File: config.mk
export PLATFORM = sky130hd
export DESIGN_NAME = nine_key_matrix_scanner
export DESIGN_NICKNAME = d
export VERILOG_FILES = /design/src/rtl/nine_key_matrix_scanner.sv
export SDC_FILE = /design/constraint.sdc
export NUM_CORES = 1
export LEC_CHECK = 0
export CAP_MARGIN = 20
export CELL_PAD_IN_SITES_DETAIL_PLACEMENT = 1
export CELL_PAD_IN_SITES_GLOBAL_PLACEMENT = 1
export CORE_MARGIN = 2
export CORE_UTILIZATION = 45
export DETAILED_ROUTE_END_ITERATION = 10
export PLACE_DENSITY = 0.78
export REMOVE_ABC_BUFFERS = 1
export SLEW_MARGIN = 0
export SYNTH_ARGS = -nofsm -noshare
export SYNTH_HDL_FRONTEND = slang
export SYNTH_SLANG_ARGS = --single-unit
File: constraint.sdc
create_clock -name clk_i -period 2.2 [get_ports clk_i]
set_input_delay 0.22 -clock clk_i [delete_from_list [all_inputs] [get_ports clk_i]]
set_output_delay 0.22 -clock clk_i [all_outputs]
set_load 0.01 [all_outputs]
File: src/rtl/nine_key_matrix_scanner.sv
// Scans a 3x3 active-low key matrix one row at a time and debounces whole 9-key frames.
// Define GHOST_REJECT_EN to discard frames whose rows share two or more pressed columns.
module nine_key_matrix_scanner #(
  parameter int SETTLE_CYCLES  = 4,
  parameter int DEBOUNCE_SCANS = 3
) (
  input  logic       clk_i,
  input  logic       rst_ni,
  input  logic       scan_en_i,
  input  logic [2:0] col_in_i,
  output logic [2:0] row_out_o,
  output logic [8:0] keys_o,
  output logic       key_changed_o,
  output logic       frame_done_o,
  output logic       ghost_o
);

  localparam int CW = (SETTLE_CYCLES > 2) ? $clog2(SETTLE_CYCLES) : 1;
  localparam logic [CW-1:0] CntReload = CW'(SETTLE_CYCLES - 1);
  localparam logic [3:0] DebTarget = 4'(DEBOUNCE_SCANS);

  typedef enum logic [1:0] {IDLE, SETTLE, SAMPLE, COMMIT} state_e;

  state_e        state_q, state_d;
  logic [1:0]    row_q;
  logic [CW-1:0] cnt_q;
  logic [2:0]    sync1_q, sync2_q;
  logic [8:0]    raw_q, prev_q, prev_d, keys_q;
  logic [3:0]    stable_q, stable_d;
  logic          key_changed_q, frame_done_q;
  logic          is_ghost, keys_update;

  always_ff @(posedge clk_i or negedge rst_ni) begin
    if (!rst_ni) begin
      sync1_q <= 3'b111;
      sync2_q <= 3'b111;
    end else begin
      sync1_q <= col_in_i;
      sync2_q <= sync1_q;
    end
  end

  always_ff @(posedge clk_i or negedge rst_ni) begin
    if (!rst_ni) state_q <= IDLE;
    else         state_q <= state_d;
  end

  // Leaving scan_en low aborts any partial frame, but a frame already at COMMIT finishes.
  always_comb begin
    state_d = state_q;
    unique case (state_q)
      IDLE:    if (scan_en_i) state_d = SETTLE;
      SETTLE:  if (!scan_en_i) state_d = IDLE;
               else if (cnt_q == '0) state_d = SAMPLE;
      SAMPLE:  if (!scan_en_i) state_d = IDLE;
               else if (row_q == 2'd0) state_d = COMMIT;
               else state_d = SETTLE;
      COMMIT:  state_d = scan_en_i ? SETTLE : IDLE;
      default: state_d = IDLE;
    endcase
  end

  always_comb begin
    row_out_o = 3'b111;
    if (state_q == SETTLE || state_q == SAMPLE) begin
      row_out_o = ~(3'b001 << row_q);
    end
  end

`ifdef GHOST_REJECT_EN
  function automatic logic two_of_three(input logic [2:0] v);
    return (v[0] & v[1]) | (v[0] & v[2]) | (v[1] & v[2]);
  endfunction

  assign is_ghost = two_of_three(raw_q[8:6] & raw_q[5:3]) |
                    two_of_three(raw_q[8:6] & raw_q[2:0]) |
                    two_of_three(raw_q[5:3] & raw_q[2:0]);
`else
  assign is_ghost = 1'b0;
`endif

  // Debounce decision for the frame just assembled; only used while in COMMIT.
  always_comb begin
    prev_d   = prev_q;
    stable_d = stable_q;
    if (is_ghost) begin
      stable_d = 4'd0;
    end else if (raw_q == prev_q) begin
      stable_d = (stable_q >= DebTarget) ? DebTarget : stable_q + 4'd1;
    end else begin
      prev_d   = raw_q;
      stable_d = 4'd1;
    end
    keys_update = (stable_d == DebTarget) && (prev_d != keys_q);
  end

  always_ff @(posedge clk_i or negedge rst_ni) begin
    if (!rst_ni) begin
      row_q         <= 2'd2;
      cnt_q         <= CntReload;
      raw_q         <= '0;
      prev_q        <= '0;
      stable_q      <= '0;
      keys_q        <= '0;
      key_changed_q <= 1'b0;
      frame_done_q  <= 1'b0;
    end else begin
      key_changed_q <= 1'b0;
      frame_done_q  <= 1'b0;
      unique case (state_q)
        IDLE: begin
          row_q <= 2'd2;
          cnt_q <= CntReload;
        end
        SETTLE: begin
          if (cnt_q != '0) cnt_q <= cnt_q - 1'b1;
        end
        SAMPLE: begin
          if (scan_en_i) begin
            unique case (row_q)
              2'd2:    raw_q[8:6] <= ~sync2_q;
              2'd1:    raw_q[5:3] <= ~sync2_q;
              default: raw_q[2:0] <= ~sync2_q;
            endcase
            if (row_q != 2'd0) begin
              row_q <= row_q - 2'd1;
              cnt_q <= CntReload;
            end
          end
        end
        COMMIT: begin
          row_q         <= 2'd2;
          cnt_q         <= CntReload;
          prev_q        <= prev_d;
          stable_q      <= stable_d;
          frame_done_q  <= 1'b1;
          key_changed_q <= keys_update;
          if (keys_update) keys_q <= prev_d;
        end
        default: ;
      endcase
    end
  end

`ifdef GHOST_REJECT_EN
  logic ghost_q;

  always_ff @(posedge clk_i or negedge rst_ni) begin
    if (!rst_ni) ghost_q <= 1'b0;
    else         ghost_q <= (state_q == COMMIT) && is_ghost;
  end

  assign ghost_o = ghost_q;
`else
  assign ghost_o = 1'b0;
`endif

  assign keys_o        = keys_q;
  assign key_changed_o = key_changed_q;
  assign frame_done_o  = frame_done_q;

endmodule

==> results of run 1 <==
area by class of cell:
cell class	instances	area share, %
clock buffers	6	3.00
repair buffers	24	9.30
multi-input cells	110	34.9
inverters	11	1.71
well taps	52	2.69
clock inverters	2	1.45
flip-flops and latches	45	47.0
routing by layer:
layer | global-route usage (%) | wire, um
met5 | 0 | 0
met4 | 6.29 | 68
met3 | 5.49 | 141
met2 | 30.9 | 2110
met1 | 22.4 | 1740
what timing repair did:
action                    in CTS  in global routing
hold endpoints to repair      22                  0
gates resized for setup        0                  0
hold buffers                   1                  0
power by group:
part           total (mW)  switching [mW]  leakage, nW  internal [mW]
logic                1.20           0.615        0.518          0.587
clock network       0.623           0.286       0.0552          0.337
registers            1.34           0.248        0.569           1.09
path summary, 6_finish.rpt:
path,start,endpoint,slack (ns),cells past startpoint
hold / removal,col_in_i[1],sync1_q[1],0.32,1
hold reg to reg,sync1_q[1],sync2_q[1],0.36,0
setup reg to reg,raw_q[0],keys_o[6],0.21,5
setup / recovery,state_q[0],row_out_o[1],0.11,4
min in group asynchronous,rst_ni,keys_o[6],0.49,2
max in group asynchronous,rst_ni,row_q[1],1.03,3
cells in the final DEF (no fill, tap or decap), drive strengths merged, types with 10 or more instances in the layout:
cell / Yosys / final
o21ai: 13 / 13
clkdlybuf4s50: 0 / 18
dfrtp: 36 / 36
mux2: 18 / 18
inv: 11 / 11
ha: 10 / 10
nand2: 14 / 14
flip-flops by register name, indices dropped and copies added (netlist names):
name           flops
key_changed_o      1
sync1_q            3
prev_q             9
frame_done_o       1
row_q              2
stable_q           4
sync2_q            3
raw_q              9
cnt_q              2
keys_o             9
state_q            2
kinds of logic after synthesis:
logic type / Yosys count / share of synthesized area, %
DFF: 45 / 55.7
xor gates and xnor gates: 18 / 7.72
muxes: 18 / 9.92
AOI/OAI and AO/OA: 25 / 7.16
buffers and inverters: 15 / 3.00
and+or+nand+nor: 38 / 10.2
adders and majority gates: 10 / 6.12
other: 1 / 0.184
metrics by stage:
stage | std cells | utilization (%) | instance area (um^2)
after global placement | 241 | 52.9 | 2300
after floorplan | 166 | - | 2020
after CTS | 250 | 55.6 | 2420
after global routing | 250 | 55.6 | 2420
final | 250 | 55.6 | 2420
after detailed placement | 241 | 52.9 | 2300
==> impl_metrics.toml, run 1 <==
[status]
outcome = "finished clean"

[critical_path]
crit_slowest_cell = "clkdlybuf4s50_1"
worstPathMaxFanout = 8
criticalPathCategory = "register to output port"
crit_chain = "inv_1, ha_1, nand2_1, clkdlybuf4s50_1"
crit_family = "buffers and inverters"
slowest_delay_ns = 0.53
critPathBufInv = 2
endpoint_kind = "output port"
cp.required_ns = 1.98
worstPathArrival_ns = 1.87
cp-start-kind = "register"

[final_layout]
multi_input_area_um2 = 845
drive_above_1_share_pct = 20.7
diodes = 0
fin_nets = 213
syn2layout_area_growth_pct = 18.5
seq_area_um2 = 1140
nFillCells = 473

[sta]
holdWs_ns = 0.315
worst_pin_slew_ns = 0.680
setup_ws_ns = 0.115
setup_viol = 0
fin_skew_ns = 0.00870
hold_viol = 0
fin_crit_sh_pct = 94.8
fin_crit_ns = 2.09
relSlewSlack_pct = 54.6
setup_tns_ns = 0
max_freq_mhz = 480
maxSlewViolCount = 0
rsz0062_at_grt = "false"

[cts]
h-tree-depth = 2
clock-sinks = 45
cts_tree = "built"
cts_buffers = 5
clk_latency_ns = 0.31
postCtsSetupBuffers = 0
cts.clk_slew.worst_paths_ns = 0.08
clk_path_buf_depth = 2
cts-root-buf = "clkbuf_8"

[drt]
wire_per_inst_um = 16.2
drtIter0Drc = 56
ant_nets = 0
drc = 0
wl_mm = 4.06
route.vias.total = 1298
dr.pass1.iters = 4
via_per_inst = 5.19

[synthesis]
yosys_most_used_dff = "dfrtp_1"
synth.avg_cell_area_um2 = 12.0
synthArstFlopShare_pct = 100
ys_ff_latch = 45
syn_area_um2 = 2040
synth_edf_count = 0
netlist_instances = 170
ys_seq_area_share_pct = 55.7
yosysMostFrequentCell = "dfrtp_1"
yosysWarnings = 0
synthTopCellsByArea = "dfrtp_1 44%, dfstp_2 12%, mux2_2 9.9%"
ys_types = 30
synth_common_cells = "36 x dfrtp_1, 18 x mux2_2, 14 x nand2_1"
synth_top_cell_by_area = "dfrtp_1"
synth.top_cell.area_share_pct = 44.1

[flow_run]
maxCapViolCount = 0

[placed_design]
place_ws_ns = 0.243
gp_congestion = 0.760
dp_hpwl_mm = 2.97
port_buffers = 19

[die]
initial_utilization_pct = 46.9
fp.dieH_um = 71.4
die_w_um = 71.4
ioPinCount = 21
core_area_um2 = 4350
num_rows = 24
die-area_um2 = 5100

[hold_path]
hp-class = "primary input to register"

[grt]
grt_pass1_vias = 1420
grt_max_degree = 31
antenna_found_initial = 0
grt-ovfl-total = 0
track_usage_pct = 18.3
grt_pass1_wl_mm = 6.99

[power_and_ir_drop]
powerDensity_nw_per_um2 = 1310
peakVddDrop_mv = 0.629
fin_total_pwr_mw = 3.17
leakagePower_nw = 1.14
No activity file was read; power rests on OpenSTA's default activity.
==> inputs of run 2 (changes only) <==
--- a/config.mk
+++ b/config.mk
@@ -10,6 +10,7 @@
 export CELL_PAD_IN_SITES_GLOBAL_PLACEMENT = 1
 export CORE_MARGIN = 2
 export CORE_UTILIZATION = 45
+export CTS_CLUSTER_SIZE = 20
 export DETAILED_ROUTE_END_ITERATION = 10
 export PLACE_DENSITY = 0.78
 export REMOVE_ABC_BUFFERS = 1
==> results of run 2 <==
No change in the layout: final DEF, timing and power equal those of run 1.
